--- src/rtl/memory_bus_master.sv ---
// Bus initiator: turns one CPU load/store request into a timed memory_bus cycle
// with optional bus_ready wait states and a hung-access timeout.
module memory_bus_master #(
  parameter int READ_LATENCY = 1,
  parameter int TIMEOUT      = 255
) (
  input  logic        clk,
  input  logic        reset,
  input  logic        req_valid,
  output logic        req_ready,
  input  logic        req_write,
  input  logic [15:0] req_address,
  input  logic [7:0]  req_data,
  output logic        resp_valid,
  output logic [7:0]  resp_data,
  output logic        resp_error,
  output logic [15:0] address,
  output logic [7:0]  data_out,
  input  logic [7:0]  data_in,
  output logic        bus_enable,
  output logic        write_enable,
  input  logic        bus_ready
);

  localparam int          LATENCY       = (READ_LATENCY < 1) ? 1 : READ_LATENCY;
  localparam logic [15:0] LAT_LAST      = 16'(LATENCY - 1);
  localparam logic [7:0]  TIMEOUT_LIMIT = 8'(TIMEOUT);
  localparam bit          TIMEOUT_EN    = (TIMEOUT != 0);

  typedef enum logic [1:0] {
    IDLE   = 2'd0,
    ACCESS = 2'd1,
    WAIT   = 2'd2,
    DONE   = 2'd3
  } state_t;

  state_t      state_reg, state_next;
  logic        write_reg, write_next;
  logic [15:0] lat_count_reg, lat_count_next;
  logic [7:0]  wait_count_reg, wait_count_next;
  logic [7:0]  wait_inc;

  logic        req_ready_reg, req_ready_next;
  logic        resp_valid_reg, resp_valid_next;
  logic [7:0]  resp_data_reg, resp_data_next;
  logic        resp_error_reg, resp_error_next;
  logic [15:0] address_reg, address_next;
  logic [7:0]  data_out_reg, data_out_next;
  logic        bus_enable_reg, bus_enable_next;
  logic        write_enable_reg, write_enable_next;

  always_ff @(posedge clk or negedge reset) begin
    if (!reset) begin
      state_reg        <= IDLE;
      write_reg        <= 1'b0;
      lat_count_reg    <= 16'h0000;
      wait_count_reg   <= 8'h00;
      req_ready_reg    <= 1'b1;
      resp_valid_reg   <= 1'b0;
      resp_data_reg    <= 8'h00;
      resp_error_reg   <= 1'b0;
      address_reg      <= 16'h0000;
      data_out_reg     <= 8'h00;
      bus_enable_reg   <= 1'b0;
      write_enable_reg <= 1'b0;
    end else begin
      state_reg        <= state_next;
      write_reg        <= write_next;
      lat_count_reg    <= lat_count_next;
      wait_count_reg   <= wait_count_next;
      req_ready_reg    <= req_ready_next;
      resp_valid_reg   <= resp_valid_next;
      resp_data_reg    <= resp_data_next;
      resp_error_reg   <= resp_error_next;
      address_reg      <= address_next;
      data_out_reg     <= data_out_next;
      bus_enable_reg   <= bus_enable_next;
      write_enable_reg <= write_enable_next;
    end
  end

  always_comb begin
    state_next        = state_reg;
    write_next        = write_reg;
    lat_count_next    = lat_count_reg;
    wait_count_next   = wait_count_reg;
    req_ready_next    = req_ready_reg;
    resp_valid_next   = 1'b0;
    resp_data_next    = resp_data_reg;
    resp_error_next   = resp_error_reg;
    address_next      = address_reg;
    data_out_next     = data_out_reg;
    bus_enable_next   = bus_enable_reg;
    write_enable_next = write_enable_reg;
    wait_inc          = wait_count_reg + 8'd1;

    case (state_reg)
      IDLE: begin
        req_ready_next  = 1'b1;
        bus_enable_next = 1'b0;
        if (req_valid) begin
          write_next        = req_write;
          address_next      = req_address;
          data_out_next     = req_data;
          bus_enable_next   = 1'b1;
          write_enable_next = req_write;
          req_ready_next    = 1'b0;
          lat_count_next    = 16'h0000;
          state_next        = ACCESS;
        end
      end

      ACCESS: begin
        // Writes strobe for exactly one cycle; reads hold the address for the read latency.
        if (write_reg || (lat_count_reg == LAT_LAST)) begin
          write_enable_next = 1'b0;
          wait_count_next   = 8'h00;
          state_next        = WAIT;
        end else begin
          lat_count_next = lat_count_reg + 16'd1;
        end
      end

      WAIT: begin
        // bus_ready is checked first so a ready on the timeout edge still succeeds.
        if (bus_ready) begin
          resp_data_next  = write_reg ? 8'h00 : data_in;
          resp_error_next = 1'b0;
          resp_valid_next = 1'b1;
          bus_enable_next = 1'b0;
          state_next      = DONE;
        end else begin
          if (wait_count_reg != 8'hFF) begin
            wait_count_next = wait_inc;
          end
          if (TIMEOUT_EN && (wait_inc == TIMEOUT_LIMIT)) begin
            resp_data_next  = 8'hFF;
            resp_error_next = 1'b1;
            resp_valid_next = 1'b1;
            bus_enable_next = 1'b0;
            state_next      = DONE;
          end
        end
      end

      DONE: begin
        req_ready_next = 1'b1;
        state_next     = IDLE;
      end

      default: begin
        state_next = IDLE;
      end
    endcase
  end

  assign req_ready    = req_ready_reg;
  assign resp_valid   = resp_valid_reg;
  assign resp_data    = resp_data_reg;
  assign resp_error   = resp_error_reg;
  assign address      = address_reg;
  assign data_out     = data_out_reg;
  assign bus_enable   = bus_enable_reg;
  assign write_enable = write_enable_reg;

endmodule

--- config.mk ---
export PLATFORM = sky130hd
export DESIGN_NAME = memory_bus_master
export DESIGN_NICKNAME = d
export VERILOG_FILES = /design/src/rtl/memory_bus_master.sv
export SDC_FILE = /design/constraint.sdc
export NUM_CORES = 1
export LEC_CHECK = 0
export ABC_AREA = 1
export CAP_MARGIN = 25
export CORE_ASPECT_RATIO = 0.7
export CORE_MARGIN = 4
export CORE_UTILIZATION = 54
export CTS_BUF_LIST = sky130_fd_sc_hd__clkbuf_16
export DETAILED_ROUTE_END_ITERATION = 12
export PLACE_DENSITY = 0.81
export SETUP_SLACK_MARGIN = 0.1
export SLEW_MARGIN = 20
export SYNTH_ARGS = -nofsm -noshare
export SYNTH_HDL_FRONTEND = slang
export SYNTH_SLANG_ARGS = --single-unit
--- constraint.sdc ---
create_clock -name clk -period 4.2 [get_ports clk]
set_input_delay 0.84 -clock clk [delete_from_list [all_inputs] [get_ports clk]]
set_output_delay 0.84 -clock clk [all_outputs]
set_load 0.02 [all_outputs]
Word-level counts from Yosys, hierarchy flattened
Cells that the tools add are included.
W data, S select, Z words.
{ "word_totals": {"regBits": 64} }
{ "classes": {"addsub": 2, "n_eq_ne": 11, "muxes": 29, "n_reduce_logical": 15} }
{ "op_table": {"columns": ["cell", "n"], "rows": [
  ["$mux W8", 6],
  ["$mux W16", 2],
  ["$pmux W16 S2", 1],
  ["$add A16 B1 Y16 const B", 1],
  ["$logic_not A16 Y1", 1],
  ["$pmux W8 S2", 1],
  ["$mux W1", 11],
  ["$ne A2 B2 Y1 const B", 5],
  ["$reduce_bool A2 Y1", 5],
  ["$reduce_and A3 Y1", 3],
  ["$add A8 B1 Y8 const B", 1],
  ["$eq A8 B8 Y1 const B", 1],
  ["$mux W2", 4],
  ["$ne A8 B8 Y1 const B", 1],
  ["$pmux W2 S4", 1],
  ["$pmux W1 S2", 3],
  ["$reduce_and A2 Y1", 3],
  ["$eq A2 B2 Y1 const B", 2],
  ["$reduce_and A4 Y1", 1],
  ["$ne A3 B3 Y1 const B", 1],
  ["$eq A2 B1 Y1 const B", 1],
  ["$logic_not A2 Y1", 1],
  ["$logic_or A1 B1 Y1", 1]
]} }

Longest topological paths before layout
{ "depth": {"depth_word": 5, "depth_mapped": 13, "depth_no_buf": 12} }

Worst setup path before layout
No wires, ideal clock.
{ "synth_timing": {"path_type": "input -> register", "startpoint": "in req_valid", "endpoint": "reg address_reg[0], in the netlist address[0]", "arrival_ps": 1524, "required_time_ps": 4083, "path_slack_ps": 2559, "path_stages": 5, "path_cell_list": "nand2_1 clkinv_1 clkbuf_1 nand2_1 nand2_1"} }
{ "synth_between": {"elab_chain_len": 1} }
{ "synth_rtl": {"columns": ["element", "line", "text"], "rows": [
  ["start, declared", "9", "input logic req_valid,"],
  ["$reduce_and A2 Y1 (no line)", null, null],
  ["end signal, assigned", "75", "address_reg <= address_next;"],
  ["end, declared", "47", "logic [15:0] address_reg, address_next;"]
]} }
No other way between the ends.
A chain may end at the register's enable or synchronous reset.

Worst setup path in the final report
{ "layout_timing": {"startpoint": "reg state_reg[1]", "endpoint": "reg lat_count_reg[5]"} }
{ "layout_between": {"elab_chain_len": 3, "elab_cells_between_ends": 7} }
{ "layout_rtl": {"columns": ["element", "line", "text"], "rows": [
  ["start, declared", "37", "state_t state_reg, state_next;"],
  ["start signal, assigned", "67", "state_reg <= state_next;"],
  ["$eq A2 B1 Y1 / $logic_not A2 Y1 (equally long branches)", "97", "case (state_reg)"],
  ["$ne A2 B2 Y1 (no line) / $reduce_bool A2 Y1 (equally long branches)", null, null],
  ["$reduce_and A3 Y1 (no line)", null, null],
  ["end signal, assigned", "69", "lat_count_reg <= lat_count_next;"],
  ["end, declared", "39", "logic [15:0] lat_count_reg, lat_count_next;"]
]} }
Parallel ways exist; a longest one is shown, timed or not.

==> impl_metrics.toml <==
[run_status]
status = "finished, final reports clean"

[clock_network]
clockRootBuffer = "clkbuf_16"
hold_buffers = 0
clk_latency_ps = 330
cts_buffers = 9
clockBufferDepth = 2
clk_pin_slew_ps = 50
cts_resized = 0
h-tree-depth = 3
cts_setup_buffers = 0
cts_tree = "yes"
cts_sinks = 64

[synth]
yosys_register_bits = 64
syn_avg_cell_area_um2 = 7.70
netlist_area_um2 = 3220
synth.area.mux_share = 0
synth_nets = 463
synthAdderAreaFrac = 0.0311
ys_warn_count = 0
synth_compound_area_frac = 0.0761
syn_inst = 418
synth_cell_types = 24
yosys.area_share.simple = 0.307
synth_xor_area_frac = 0.0245
ys_seq_area_frac = 0.498
synth_top_family_by_area = "simple AND/OR/NAND/NOR gates"

[timing]
setup_tns_ps = 0
slew_viol_final = 0
timing.hold.ws_ps = 474
rsz0062_at_grt = "no"
fmax_mhz = 400
fin_skew_ps = 7.55
setup_viol = 0
min_period_ps = 2500
tightest_slew_ps = 875
slew_headroom = 0.417
fin_crit_sh = 0.596
final_hold_viol_count = 0

[final_layout]
final_common_cell = "nand2_1"
layout_common_cells = "nand2_1 (172), clkdlybuf4s50_1 (72), dfrtp_1 (63), inv_1 (41), nand3_1 (30)"
n_antenna_cell = 0
regArea_um2 = 1600
multi_input_comb_area_um2 = 1410
syn_to_final_growth_pct = 33.8
num-fill-cells = 432
final_nets = 542
final_area_um2 = 4310
drive_above_1_share = 0.0657

[floorplan]
floorplan.initialDensity = 0.560
coreArea_um2 = 5760
fp-row-count = 23
die_w_um = 100
die-area_um2 = 7280
fp.dieH_um = 72.6
ios = 74

[routing]
ant_nets = 0
via_count = 2937
route.detailed.drc = 0
detail_route.iter0.violations = 198
dr.pass1.iters = 4
viasPerCell = 5.09
wl_per_cell_um = 13.7
finalWirelength_um = 7910

[placed_design]
post-dp-hpwl_um = 5700
numPortBuffers = 73
gp_congestion = 0.909
placed_area_um2 = 4030

[pwr]
power_density_nw_per_um2 = 681
ir_drop_uv = 460
p_leak_uw = 0.00209

[global_route]
grt_start_max_net_pins = 47
antenna_found_initial = 0
grt_pass1_vias = 2867
grt.total_usage = 0.233
grt_pass1_wl_um = 13300
gr-total-overflow = 0

[setup_path]
cp_data_arrival_time_ps = 2760
worst-path-max-fanout = 13
startpoint = "state_reg[1]"
cp_data_required_time_ps = 4460
reg2reg_from = "state_reg[1]"
crit_type = "flop to flop"
endpoint_kind = "flop"
startpoint_type = "flop"

[worst_hold_path]
min_path_type = "flop to flop"
hold_start = "write_enable"

[run]
max_cap_violations = 0
-- final cells by class --
cell class	instances	area share
Sequential cell	64	0.372
Multi-Input combinational cell	302	0.328
Timing Repair Buffer	77	0.176
Clock buffer	9	0.0523
Inverter	43	0.0375
Tap cell	75	0.0218
Clock inverter	7	0.0131
-- critical path, stage by stage, from the launching register on --
cell and delay [ps]:
dfrtp_1 410, inv_1 100, ha_1 490, inv_2 170, nor2_1 150, nand2_1 140
a21oi_1 710, nand3_1 160, nand2_1 100
-- cells by family (layout without fill, tap and decap cells) --
logic type | after synthesis | count (layout)
flops | 64 | 64
fa+ha+maj | 8 | 8
simple gates | 244 | 244
buf+inv | 52 | 136
xor+xnor | 9 | 9
compound gates | 41 | 41
-- power by group --
part | internal, µW | switching, µW | leakage, µW | total, µW
clock | 448 | 254 | 0.000141 | 702
combinational | 519 | 755 | 0.00113 | 1270
sequential | 825 | 132 | 0.000819 | 957
-- worst paths after layout --
path / cells past startpoint / slack [ps] / endpoint
worst min register to register: 2 / 470 / write_enable
worst max-delay path: 8 / 1700 / lat_count_reg[5]
worst max register to register: 8 / 1700 / lat_count_reg[5]
min in group asynchronous: 1 / 510 / resp_data[1]
worst min-delay path: 2 / 470 / write_enable
max in group asynchronous: 2 / 3020 / address[6]
-- through the flow --
step	util	std cells	worst slack [ps]	power, µW
after floorplan	-	418	2560	1690
after global routing	0.749	577	1490	3120
after detailed placement	0.699	561	1700	2240
after global placement	0.699	561	1770	2190
final	0.749	577	1700	2930
after CTS	0.748	577	1690	2960
-- layer usage --
metal  part of all wire  up-vias  global-route usage
met2               0.48       69               0.379
met3              0.050       14              0.0630
met4              0.016        0              0.0792
met1               0.45     1384               0.304
met5                  0        -                   0
li1                   -     1470                   -
-- cells in the mapped netlist (all sizes together) --
cell type,n,area (µm²)
nand2,174,658
dfrtp,63,1580
inv,41,154
nand3,31,160
nor2,31,121
o21ai,21,105
a21oi,18,120
ha,8,100
xor2,8,70.1
nand4,6,37.5
clkbuf,5,18.8
buf,4,26.3
clkinv,2,7.51
nor3,2,10.0
dfstp,1,26.3
o211ai,1,12.5
o21bai,1,7.51
xnor2,1,8.76
Power figures use the tool's default switching activity.
